===== config.mk =====
export PLATFORM = sky130hd
export DESIGN_NAME = piso_tx
export DESIGN_NICKNAME = d
export VERILOG_FILES = /design/src/rtl/piso_tx.sv
export SDC_FILE = /design/constraint.sdc
export NUM_CORES = 1
export LEC_CHECK = 0
export ABC_AREA = 0
export ABC_CLOCK_PERIOD_IN_PS = 2700
export CAP_MARGIN = 20
export CORE_MARGIN = 2
export CORE_UTILIZATION = 25
export DETAILED_ROUTE_END_ITERATION = 8
export DONT_BUFFER_PORTS = 1
export PLACE_DENSITY = 0.49
export RECOVER_POWER = 25
export SLEW_MARGIN = 20
export SYNTH_ARGS = -nofsm -noshare
export SYNTH_HDL_FRONTEND = slang
export SYNTH_SLANG_ARGS = --single-unit

===== constraint.sdc =====
create_clock -name clk -period 2.7 [get_ports clk]
set_input_delay 0.405 -clock clk [delete_from_list [all_inputs] [get_ports clk]]
set_output_delay 0.405 -clock clk [all_outputs]
set_load 0.02 [all_outputs]

===== src/rtl/piso_tx.sv =====
// Parallel-in/serial-out transmitter with a valid/ready load handshake and gapless streaming.
// Frame strobes and bit order line up with a SIPO clocked on sout_valid && shift_en.
module piso_tx #(
    parameter int WIDTH     = 4,
    parameter bit LSB_FIRST = 1'b1
) (
    input  logic             clk,
    input  logic             reset,
    input  logic             load_valid,
    output logic             load_ready,
    input  logic [WIDTH-1:0] load_data,
    input  logic             shift_en,
    output logic             sout,
    output logic             sout_valid,
    output logic             frame_start,
    output logic             frame_last,
    output logic             busy
);

    localparam int            CW   = $clog2(WIDTH);
    localparam logic [CW-1:0] LAST = CW'(WIDTH - 1);

    typedef enum logic {IDLE, SHIFT} state_t;

    state_t           state, state_n;
    logic [WIDTH-1:0] sr, sr_n;
    logic [CW-1:0]    cnt, cnt_n;
    logic             is_last;
    logic             accept;
    logic             next_bit;

    // Any out-of-range count is treated as the last bit so the frame always terminates.
    assign is_last    = (cnt >= LAST);
    assign load_ready = !reset && ((state == IDLE) || (is_last && shift_en));
    assign accept     = load_valid && load_ready;

    always_comb begin
        // NOTE: every variable gets a default first so no path through the block infers a latch.
        state_n = state;
        sr_n    = sr;
        cnt_n   = cnt;
        if (accept) begin
            sr_n    = load_data;
            cnt_n   = '0;
            state_n = SHIFT;
        end else if (state == SHIFT && shift_en) begin
            if (is_last) begin
                state_n = IDLE;
            end else begin
                sr_n  = LSB_FIRST ? (sr >> 1) : (sr << 1);
                cnt_n = cnt + 1'b1;
            end
        end
    end

    assign next_bit = LSB_FIRST ? sr_n[0] : sr_n[WIDTH-1];

    // Outputs are registered from the next-state values so they line up with the state they describe.
    always_ff @(posedge clk) begin
        // NOTE: sequential state uses non-blocking assignments so every register samples pre-edge values.
        if (reset) begin
            state       <= IDLE;
            sr          <= '0;
            cnt         <= '0;
            sout        <= 1'b0;
            sout_valid  <= 1'b0;
            frame_start <= 1'b0;
            frame_last  <= 1'b0;
            busy        <= 1'b0;
        end else begin
            state       <= state_n;
            sr          <= sr_n;
            cnt         <= cnt_n;
            sout        <= (state_n == SHIFT) && next_bit;
            sout_valid  <= (state_n == SHIFT);
            frame_start <= (state_n == SHIFT) && (cnt_n == '0);
            frame_last  <= (state_n == SHIFT) && (cnt_n >= LAST);
            busy        <= (state_n == SHIFT);
        end
    end

endmodule


# --- Word level (Yosys, flattened, before mapping) ---
# Index checks and enable logic that the tools add are counted.
totals:
  register_bits: 10
  input_bits: 8
classes:
  n_addsub: 1
  n_lt_le_gt_ge: 2
  n_eq_ne: 1
  muxes: 9
  bitwise_logic: 1
  reduce_logical: 12
ops:
  columns: ["cell", "n"]
  rows:
  - ["4-bit two-way mux", 3]
  - ["1-bit logical AND", 7]
  - ["2-bit two-way mux", 3]
  - ["2-bit greater-or-equal comparator, second input constant", 2]
  - ["1-bit two-way mux", 3]
  - ["2-bit by 1-bit adder with 2-bit output, second input constant", 1]
  - ["2-bit zero test", 1]
  - ["2-bit by 1-bit inequality test with 1-bit output, second input constant", 1]
  - ["2-bit AND reduction", 1]
  - ["2-bit nonzero test", 1]
  - ["1-bit zero test", 1]
  - ["1-bit logical OR", 1]
  - ["1-bit inverter", 1]

# --- Logic depth before layout (Yosys ltp) ---
# Gate-level depths: netlist (run 1).
depth:
  word_depth: 8
  mapped_depth: 4

# --- Worst setup path before layout (run 1) ---
# OpenSTA, ideal clock, no wires.
synth_path:
  kind: "reg-to-output"
  from: "reg cnt[0]"
  to: "out load_ready"
  arrival_ns: 1.020
  required_time_ns: 2.295
  setup_slack_ns: 1.275
  path_stages_with_launch: 4
  path_buffers: 0
  cell_sequence: "dfxtp_1 -> nand3_2 -> and2_1 -> nor2_1"
synth_via:
  elab_chain_cells: 4
synth_rtl:
  columns: ["element", "line_no", "text"]
  rows:
  - ["from (decl)", "27", "logic [CW-1:0] cnt, cnt_n;"]
  - ["from (signal assigned)", "73", "cnt <= cnt_n;"]
  - ["2-bit greater-or-equal comparator", "33", "assign is_last = (cnt >= LAST);"]
  - ["1-bit logical AND", "34", "assign load_ready = !reset && ((state == IDLE) || (is_last && shift_en));"]
  - ["1-bit logical OR", "34", null]
  - ["1-bit logical AND", "34", null]
  - ["to (decl)", "10", "output logic load_ready,"]
# No other way between the ends.

# --- Worst setup path after layout (run 1) ---
# Ends and elaborated chain as after synthesis.

==> results of run 1 <==
stage by stage:
step                power [uW]  std cells  instance area (um^2)  util, %  worst slack [ns]
floorplan                198.6         49                 451.7        -             1.275
global placement         199.9         72                 462.9    27.11             1.152
detailed placement       199.8         72                 462.9    27.11             1.150
CTS                      301.3         75                 485.5    28.42            0.8881
global route             310.8         75                 485.5    28.42            0.8138
finish                   296.8         75                 485.5    28.42            0.8929
sequential cells by signal, indices dropped and copies added (netlist names):
register,count
frame_last,1
cnt,2
sr,4
state,1
frame_start,1
sout,1
Yosys cell counts (2+ instances only):
cell and count:
a211oi_1 4, mux2i_1 3, dfxtp_1 10, o21ai_0 2, nor2_1 7, inv_1 2, a21oi_1 6
per-layer routing:
layer | up-vias | track usage (%) | wire length [um]
met3 | 5 | 2.745 | 70
met5 | - | 0 | 0
met1 | 159 | 10.51 | 363
li1 | 180 | - | -
met4 | 0 | 12.00 | 44
met2 | 12 | 13.89 | 386
worst min path at each step:
stage / startpoint / end / slack, ns / depth (start not counted)
2_1_floorplan: sr[3]$_SDFFE_PP0P_ / sr[3]$_SDFFE_PP0P_ / 0.46 / 2
3_3_place_gp: reset / frame_start$_SDFF_PP0_ / 0.48 / 1
3_5_place_dp: reset / frame_start$_SDFF_PP0_ / 0.48 / 1
4_1_cts: reset / frame_start$_SDFF_PP0_ / 0.20 / 1
5_1_grt: reset / state$_SDFF_PP0_ / 0.20 / 1
6_report: reset / frame_start$_SDFF_PP0_ / 0.20 / 1
critical path, cell delays in order, from the launching register on:
cell and delay (ns):
dfxtp_1 0.47, nand3_2 0.14, and2_1 0.21, nor2_1 0.32
where the power goes:
| group | total [uW] | internal, uW | leakage [uW] | switching [uW] |
|---|---|---|---|---|
| logic | 27.4 | 12.7 | 0.0000918 | 14.7 |
| clock network | 100 | 51.4 | 0.0000138 | 49.0 |
| registers | 169 | 156 | 0.0000823 | 12.6 |
cells by family after synthesis:
family | share of synthesized area [%]
simple gates | 18.01
buf+inv | 6.095
mux | 6.648
flops | 44.32
xor+xnor | 1.939
compound gates | 22.99
layout make-up:
cell class	count	area, um^2	area share [%]
Clock buffer	3	22.52	4.639
Inverter	2	7.507	1.546
Multi-Input combinational cell	35	224.0	46.13
Sequential cell	10	200.2	41.24
Tap cell	25	31.28	6.443
==> flow_metrics.py, run 1 <==
metrics = {
    "die": {
        "core_um2": 1708,
        "num_rows": 15,
        "io-pin-count": 14,
        "die_y_um": 46.51,
        "dieArea_um2": 2163,
        "die_w_um": 46.51,
        "initial_core_util_pct": 26.45,
    },
    "critical_path": {
        "crit_arrival_ns": 1.40,
        "endpoint_kind": "primary output",
        "reg2reg_slack_ns": 1.14,
        "crit_start": "cnt[0]$_SDFF_PP0_",
        "rr_worst_depth": 4,
        "endpoint": "load_ready",
        "r2r-start": "state$_SDFF_PP0_",
        "r2r_end": "sout$_SDFF_PP0_",
        "crit_required_ns": 2.30,
        "crit_path_max_fanout": 7,
        "worstSetupStartpointType": "register",
        "crit_type": "register to primary output",
    },
    "detailed_routing": {
        "wire_per_inst_um": 11.53,
        "detail-route-antenna-nets": 0,
        "vias_per_cell": 4.747,
        "remaining_drc_errors": 0,
        "via_count": 356,
        "dr.pass1.iters": 3,
        "drt-initial-drc-count": 7,
        "totalWireLength_um": 865,
    },
    "power": {
        "power_density_nw_per_um2": 611.3,
        "leakage_uw": 0.0001880,
        "irDropWorstVdd_mv": 0.1270,
    },
    "global_routing": {
        "first_global_vias": 327,
        "grt_pass1_wl_um": 1359,
        "gr-total-overflow": 0,
        "grt_max_degree": 12,
        "grt_usage_pct": 9.816,
        "antenna_found_initial": 0,
    },
    "job": {
        "maxCapViolCount": 0,
    },
    "synthesis": {
        "syn-num-nets": 57,
        "synth_cell_type_count": 22,
        "ys.flop_type": "dfxtp_1",
        "synth_top_area_share_pct": 44.32,
        "async_reset_ff_share_pct": 0,
        "syn_area_um2": 451.7,
        "synth.avg_cell_area_um2": 9.218,
        "ys_ff_latch": 10,
        "synth_edf_count": 0,
        "ys_top_cells_by_area": "dfxtp_1, a21oi_1, mux2i_1",
        "syn_inst": 49,
        "yosysSeqAreaShare_pct": 44.32,
        "yosysTopAreaCell": "dfxtp_1",
        "ys.warnings.count": 0,
    },
    "sta": {
        "slew_headroom_pct": 58.25,
        "period_minus_slack_ns": 1.807,
        "skew_ns": 0.003245,
        "worst_pin_slew_ns": 0.6254,
        "hold_violations": 0,
        "whs_ns": 0.2022,
        "rsz0062_at_grt": "no",
        "clock.fmax_mhz": 553.4,
        "fin_tns_setup_ns": 0,
        "maxSlewViolCount": 0,
        "min_period_over_period_pct": 66.93,
        "setup_viol": 0,
    },
    "layout": {
        "layout_common_cells": "dfxtp_1, nor2_1, a21oi_1",
        "syn_to_final_growth_pct": 7.479,
        "final_layout_size_suffix_gt1_share_pct": 12.00,
        "nFillCells": 189,
        "nets": 60,
        "diodes": 0,
        "final_common_cell": "dfxtp_1",
    },
    "status": {
        "status": "finished clean",
    },
    "clocking": {
        "numCtsBuffers": 3,
        "htree_levels": 1,
        "cts_tree": "done",
        "cts_max_path_buffers": 2,
        "path_clk_slew_ns": 0.06,
        "postCtsHoldBufs": 0,
        "cts_resized": 0,
        "cts.sinks": 10,
        "cts-root-buf": "clkbuf_4",
        "insertion_delay_ns": 0.26,
        "postCtsSetupBuffers": 0,
    },
    "placed_design": {
        "place.gp.congestion": 0.6280,
        "hpwl_um": 621.4,
        "port_buffers": 0,
    },
    "min_path": {
        "hp-class": "input pin to register",
    },
}
(Power assumes the default switching activity.)
==> run 2, diff against run 1 <==
Settings changed: ABC_CLOCK_PERIOD_IN_PS 2700 to 1700.
Clock period 2.7 ns to 1.7 ns, I/O delays scaled along.
==> flow_metrics.py, run 2 (synthesis results as in run 1) <==
metrics = {
    "clocking": {
        "numCtsBuffers": 3,
        "htree_levels": 1,
        "insertion_delay_ns": 0.27,
        "cts_max_path_buffers": 2,
        "cts.sinks": 10,
        "cts_resized": 0,
        "postCtsSetupBuffers": 0,
        "path_clk_slew_ns": 0.06,
        "postCtsHoldBufs": 0,
        "cts_tree": "done",
        "cts-root-buf": "clkbuf_4",
    },
    "die": {
        "die_y_um": 46.51,
        "core_um2": 1708,
        "die_w_um": 46.51,
        "initial_core_util_pct": 26.45,
        "dieArea_um2": 2163,
        "io-pin-count": 14,
        "num_rows": 15,
    },
    "detailed_routing": {
        "detail-route-antenna-nets": 0,
        "remaining_drc_errors": 0,
        "drt-initial-drc-count": 5,
        "vias_per_cell": 4.553,
        "wire_per_inst_um": 11.47,
        "dr.pass1.iters": 4,
        "totalWireLength_um": 872,
        "via_count": 346,
    },
    "global_routing": {
        "antenna_found_initial": 0,
        "grt_pass1_wl_um": 1476,
        "grt_usage_pct": 10.37,
        "first_global_vias": 330,
        "gr-total-overflow": 0,
        "grt_max_degree": 12,
    },
    "sta": {
        "fin_tns_setup_ns": 0,
        "hold_violations": 0,
        "min_period_over_period_pct": 91.24,
        "period_minus_slack_ns": 1.551,
        "slew_headroom_pct": 82.37,
        "worst_pin_slew_ns": 0.2642,
        "skew_ns": 0.0009189,
        "setup_viol": 0,
        "clock.fmax_mhz": 644.7,
        "maxSlewViolCount": 0,
        "rsz0062_at_grt": "no",
    },
    "layout": {
        "nFillCells": 184,
        "multi_input_area_um2": 226.5,
        "largest-register": "sr",
        "final_area_um2": 495.5,
        "nets": 61,
        "largest_reg_flops": 4,
        "diodes": 0,
        "seq_area_um2": 200.2,
        "final_common_cell": "dfxtp_1",
        "layout_common_cells": "dfxtp_1, nor2_1, a21oi_1",
        "top_regs": "sr x4, cnt x2",
        "syn_to_final_growth_pct": 9.695,
        "final_layout_size_suffix_gt1_share_pct": 15.69,
    },
    "critical_path": {
        "r2r_end": "sr[0]$_SDFF_PP0_",
        "reg2reg_slack_ns": 0.50,
        "crit_arrival_ns": 1.30,
        "worstSetupStartpointType": "register",
        "crit_required_ns": 1.44,
        "endpoint_kind": "primary output",
        "crit_type": "register to primary output",
        "r2r-start": "state$_SDFF_PP0_",
        "crit_path_max_fanout": 7,
        "rr_worst_depth": 4,
    },
    "power": {
        "power_density_nw_per_um2": 963.7,
        "irDropWorstVdd_mv": 0.2490,
        "leakage_uw": 0.0001930,
    },
    "min_path": {
        "hold-path-endpoint": "cnt[0]$_SDFF_PP0_",
        "hp-class": "input pin to register",
        "min_from": "reset",
        "hold_depth": 1,
    },
    "placed_design": {
        "place_area_um2": 470.5,
        "port_buffers": 0,
        "place.gp.congestion": 0.6844,
        "hpwl_um": 621.9,
    },
    "status": {
        "status": "finished clean",
    },
    "job": {
        "maxCapViolCount": 0,
    },
}
## run 2: cell types whose count changed in the layout (fill, tap and decap cells not counted), sizes merged
cell / change
buf: +1
## run 2: worst max-delay path by stage
stage / from / to / slack (ns) / depth (start not counted)
CTS: cnt[0]$_SDFF_PP0_ / load_ready / 0.05 / 3
global placement: cnt[0]$_SDFF_PP0_ / load_ready / 0.37 / 3
floorplan: state$_SDFF_PP0_ / sout$_SDFF_PP0_ / 0.41 / 4
finish: cnt[0]$_SDFF_PP0_ / load_ready / 0.15 / 3
detailed placement: cnt[0]$_SDFF_PP0_ / load_ready / 0.35 / 3
global route: cnt[0]$_SDFF_PP0_ / load_ready / 0.05 / 3
## run 2: area by class of cell
cell class | count | share of cell area (%)
inverters | 2 | 1.515
flip-flops and latches | 10 | 40.40
well taps | 25 | 6.313
repair buffers | 1 | 1.515
multi-input cells | 35 | 45.71
clock buffers | 3 | 4.545
## run 2: worst max-delay path, cell delays in order (launching register included)
cell and delay, ns:
dfxtp_1 0.47, nand3_2 0.13, and2_1 0.22, nor2_2 0.22
## run 2: through the flow
step | total power, uW | util, % | hold slack [ns] | instances | setup slack (ns)
2_1_floorplan | 315.4 | - | 0.3311 | 49 | 0.4134
3_3_place_gp | 320.0 | 27.55 | 0.3263 | 73 | 0.3657
3_5_place_dp | 319.7 | 27.55 | 0.3268 | 73 | 0.3498
4_1_cts | 484.8 | 28.86 | 0.04013 | 76 | 0.05430
5_1_grt | 501.5 | 29.01 | 0.03233 | 76 | 0.05082
6_report | 477.5 | 29.01 | 0.04980 | 76 | 0.1489
## run 2: where the power goes
| part | switching [uW] | internal [uW] | total [uW] | leakage (uW) |
|---|---|---|---|---|
| clock | 81.0 | 81.9 | 163 | 0.0000138 |
| sequential | 14.0 | 248 | 262 | 0.0000823 |
| combinational | 29.7 | 22.5 | 52.2 | 0.0000969 |
| total | 125 | 353 | 477 | 0.000193 |
## run 2: routing by layer
metal	GRT usage, %	share of wire [%]	vias up
met4	10.29	1.4	0
met5	0	0	-
li1	-	-	179
met1	10.96	44	155
met3	4.706	4.6	2
met2	14.72	50	10
==> run 3, diff against run 2 <==
==> constraint.sdc (replaced) <==
create_clock -name clk -period 1.7 [get_ports clk]
set_input_delay 0.255 -clock clk [delete_from_list [all_inputs] [get_ports clk]]
set_output_delay 0.255 -clock clk [all_outputs]
set_load 0.01 [all_outputs]
==> flow_metrics.py, run 3 (synthesis results as in run 1) <==
metrics = {
    "status": {
        "status": "finished clean",
    },
    "sta": {
        "period_minus_slack_ns": 1.537,
        "fin_tns_setup_ns": 0,
        "setup_viol": 0,
        "slew_headroom_pct": 80.83,
        "skew_ns": 0.007377,
        "rsz0062_at_grt": "no",
        "hold_violations": 0,
        "maxSlewViolCount": 0,
        "min_period_over_period_pct": 90.41,
        "worst_pin_slew_ns": 0.2872,
        "clock.fmax_mhz": 650.7,
    },
    "detailed_routing": {
        "via_count": 357,
        "detail-route-antenna-nets": 0,
        "dr.pass1.iters": 4,
        "vias_per_cell": 4.636,
        "totalWireLength_um": 848,
        "remaining_drc_errors": 0,
        "wire_per_inst_um": 11.01,
        "drt-initial-drc-count": 20,
    },
    "clocking": {
        "htree_levels": 1,
        "cts.sinks": 10,
        "postCtsHoldBufs": 0,
        "cts-root-buf": "clkbuf_4",
        "numCtsBuffers": 3,
        "cts_resized": 0,
        "path_clk_slew_ns": 0.07,
        "cts_max_path_buffers": 2,
        "insertion_delay_ns": 0.26,
        "postCtsSetupBuffers": 0,
        "cts_tree": "done",
    },
    "layout": {
        "final_area_um2": 506.7,
        "final_layout_size_suffix_gt1_share_pct": 15.38,
        "syn_to_final_growth_pct": 12.19,
        "layout_common_cells": "dfxtp_1, nor2_1, a21oi_1",
        "largest-register": "sr",
        "diodes": 0,
        "largest_reg_flops": 4,
        "final_util_pct": 29.67,
        "layoutNonFillerInstCount": 77,
        "top_regs": "sr x4, cnt x2",
        "final_common_cell": "dfxtp_1",
        "nets": 61,
    },
    "power": {
        "leakage_uw": 0.0002002,
        "finalPower_uw": 517.3,
        "p_int_uw": 400.2,
        "p_clk_share_pct": 40.4,
        "irDropWorstVdd_mv": 0.2557,
        "combPwrFrac_pct": 9.1,
        "power_density_nw_per_um2": 1021,
        "p_switching_uw": 117.2,
        "switching_share_pct": 22.65,
        "power_frac_seq_pct": 50.5,
    },
    "critical_path": {
        "endpoint": "load_ready",
        "crit_arrival_ns": 1.28,
        "crit_required_ns": 1.44,
        "reg2reg_slack_ns": 0.46,
        "rr_worst_depth": 4,
        "crit_path_max_fanout": 7,
        "crit_type": "register to primary output",
        "endpoint_kind": "primary output",
        "worstSetupStartpointType": "register",
        "crit_start": "cnt[0]$_SDFF_PP0_",
        "r2r_end": "sout$_SDFF_PP0_",
        "r2r-start": "state$_SDFF_PP0_",
    },
    "placed_design": {
        "hpwl_um": 628.1,
        "place_area_um2": 470.5,
        "place.gp.congestion": 0.7267,
        "dp.cells": 73,
        "port_buffers": 0,
    },
    "die": {
        "initial_core_util_pct": 26.45,
        "io-pin-count": 14,
        "core_um2": 1708,
        "dieArea_um2": 2163,
        "die_y_um": 46.51,
        "num_rows": 15,
        "die_w_um": 46.51,
    },
    "global_routing": {
        "first_global_vias": 325,
        "gr-total-overflow": 0,
        "antenna_found_initial": 0,
        "grt_usage_pct": 10.11,
        "grt_max_degree": 12,
        "grt_pass1_wl_um": 1428,
    },
    "min_path": {
        "hp-class": "input pin to register",
    },
    "job": {
        "maxCapViolCount": 0,
    },
}
-- run 3: power by group through the flow --
stage	clock network (uW)	logic, uW	registers (uW)
3_5_place_dp	0	47.1	266
4_1_cts	217	47.5	261
2_1_floorplan	0	43.9	265
5_1_grt	234	54.4	263
6_report	209	47.0	261
3_3_place_gp	0	48.0	266
-- run 3: per-layer routing --
layer  wire [um]  GRT usage (%)  vias up
met5           0              0        -
met4          27          10.29        0
met1         372          11.14      163
met3          65          4.314        2
li1            -              -      180
met2         382          13.89       12
-- run 3: final cells by class --
| cell class | count | area (um^2) |
|---|---|---|
| clock buffers | 4 | 36.28 |
| fillers | 191 | 1201 |
| inverters | 2 | 7.507 |
| multi-input cells | 35 | 224.0 |
| flip-flops and latches | 10 | 200.2 |
| well taps | 25 | 31.28 |
| repair buffers | 1 | 7.507 |
-- run 3: worst max-delay path: stages (launching register included) --
cell     delay [ns]
dfxtp_1        0.48
nand3_2        0.13
and2_1         0.21
nor2_1         0.20
-- run 3: worst min path at each step --
stage / from / endpoint / slack, ns / cells past startpoint
global route: reset / sr[1]$_SDFFE_PP0P_ / 0.03 / 1
floorplan: reset / frame_last$_SDFF_PP0_ / 0.33 / 1
finish: reset / sr[0]$_SDFF_PP0_ / 0.05 / 1
global placement: reset / cnt[1]$_SDFF_PP0_ / 0.33 / 1
CTS: reset / sr[0]$_SDFF_PP0_ / 0.05 / 1
detailed placement: reset / cnt[0]$_SDFF_PP0_ / 0.33 / 1
-- run 3: metrics by stage --
| step | hold WS (ns) | setup slack [ns] |
|---|---|---|
| 2_1_floorplan | 0.3311 | 0.4903 |
| 3_5_place_dp | 0.3269 | 0.4355 |
| 3_3_place_gp | 0.3263 | 0.4305 |
| 5_1_grt | 0.03325 | 0.04362 |
| 6_report | 0.05401 | 0.1631 |
| 4_1_cts | 0.04755 | 0.1510 |
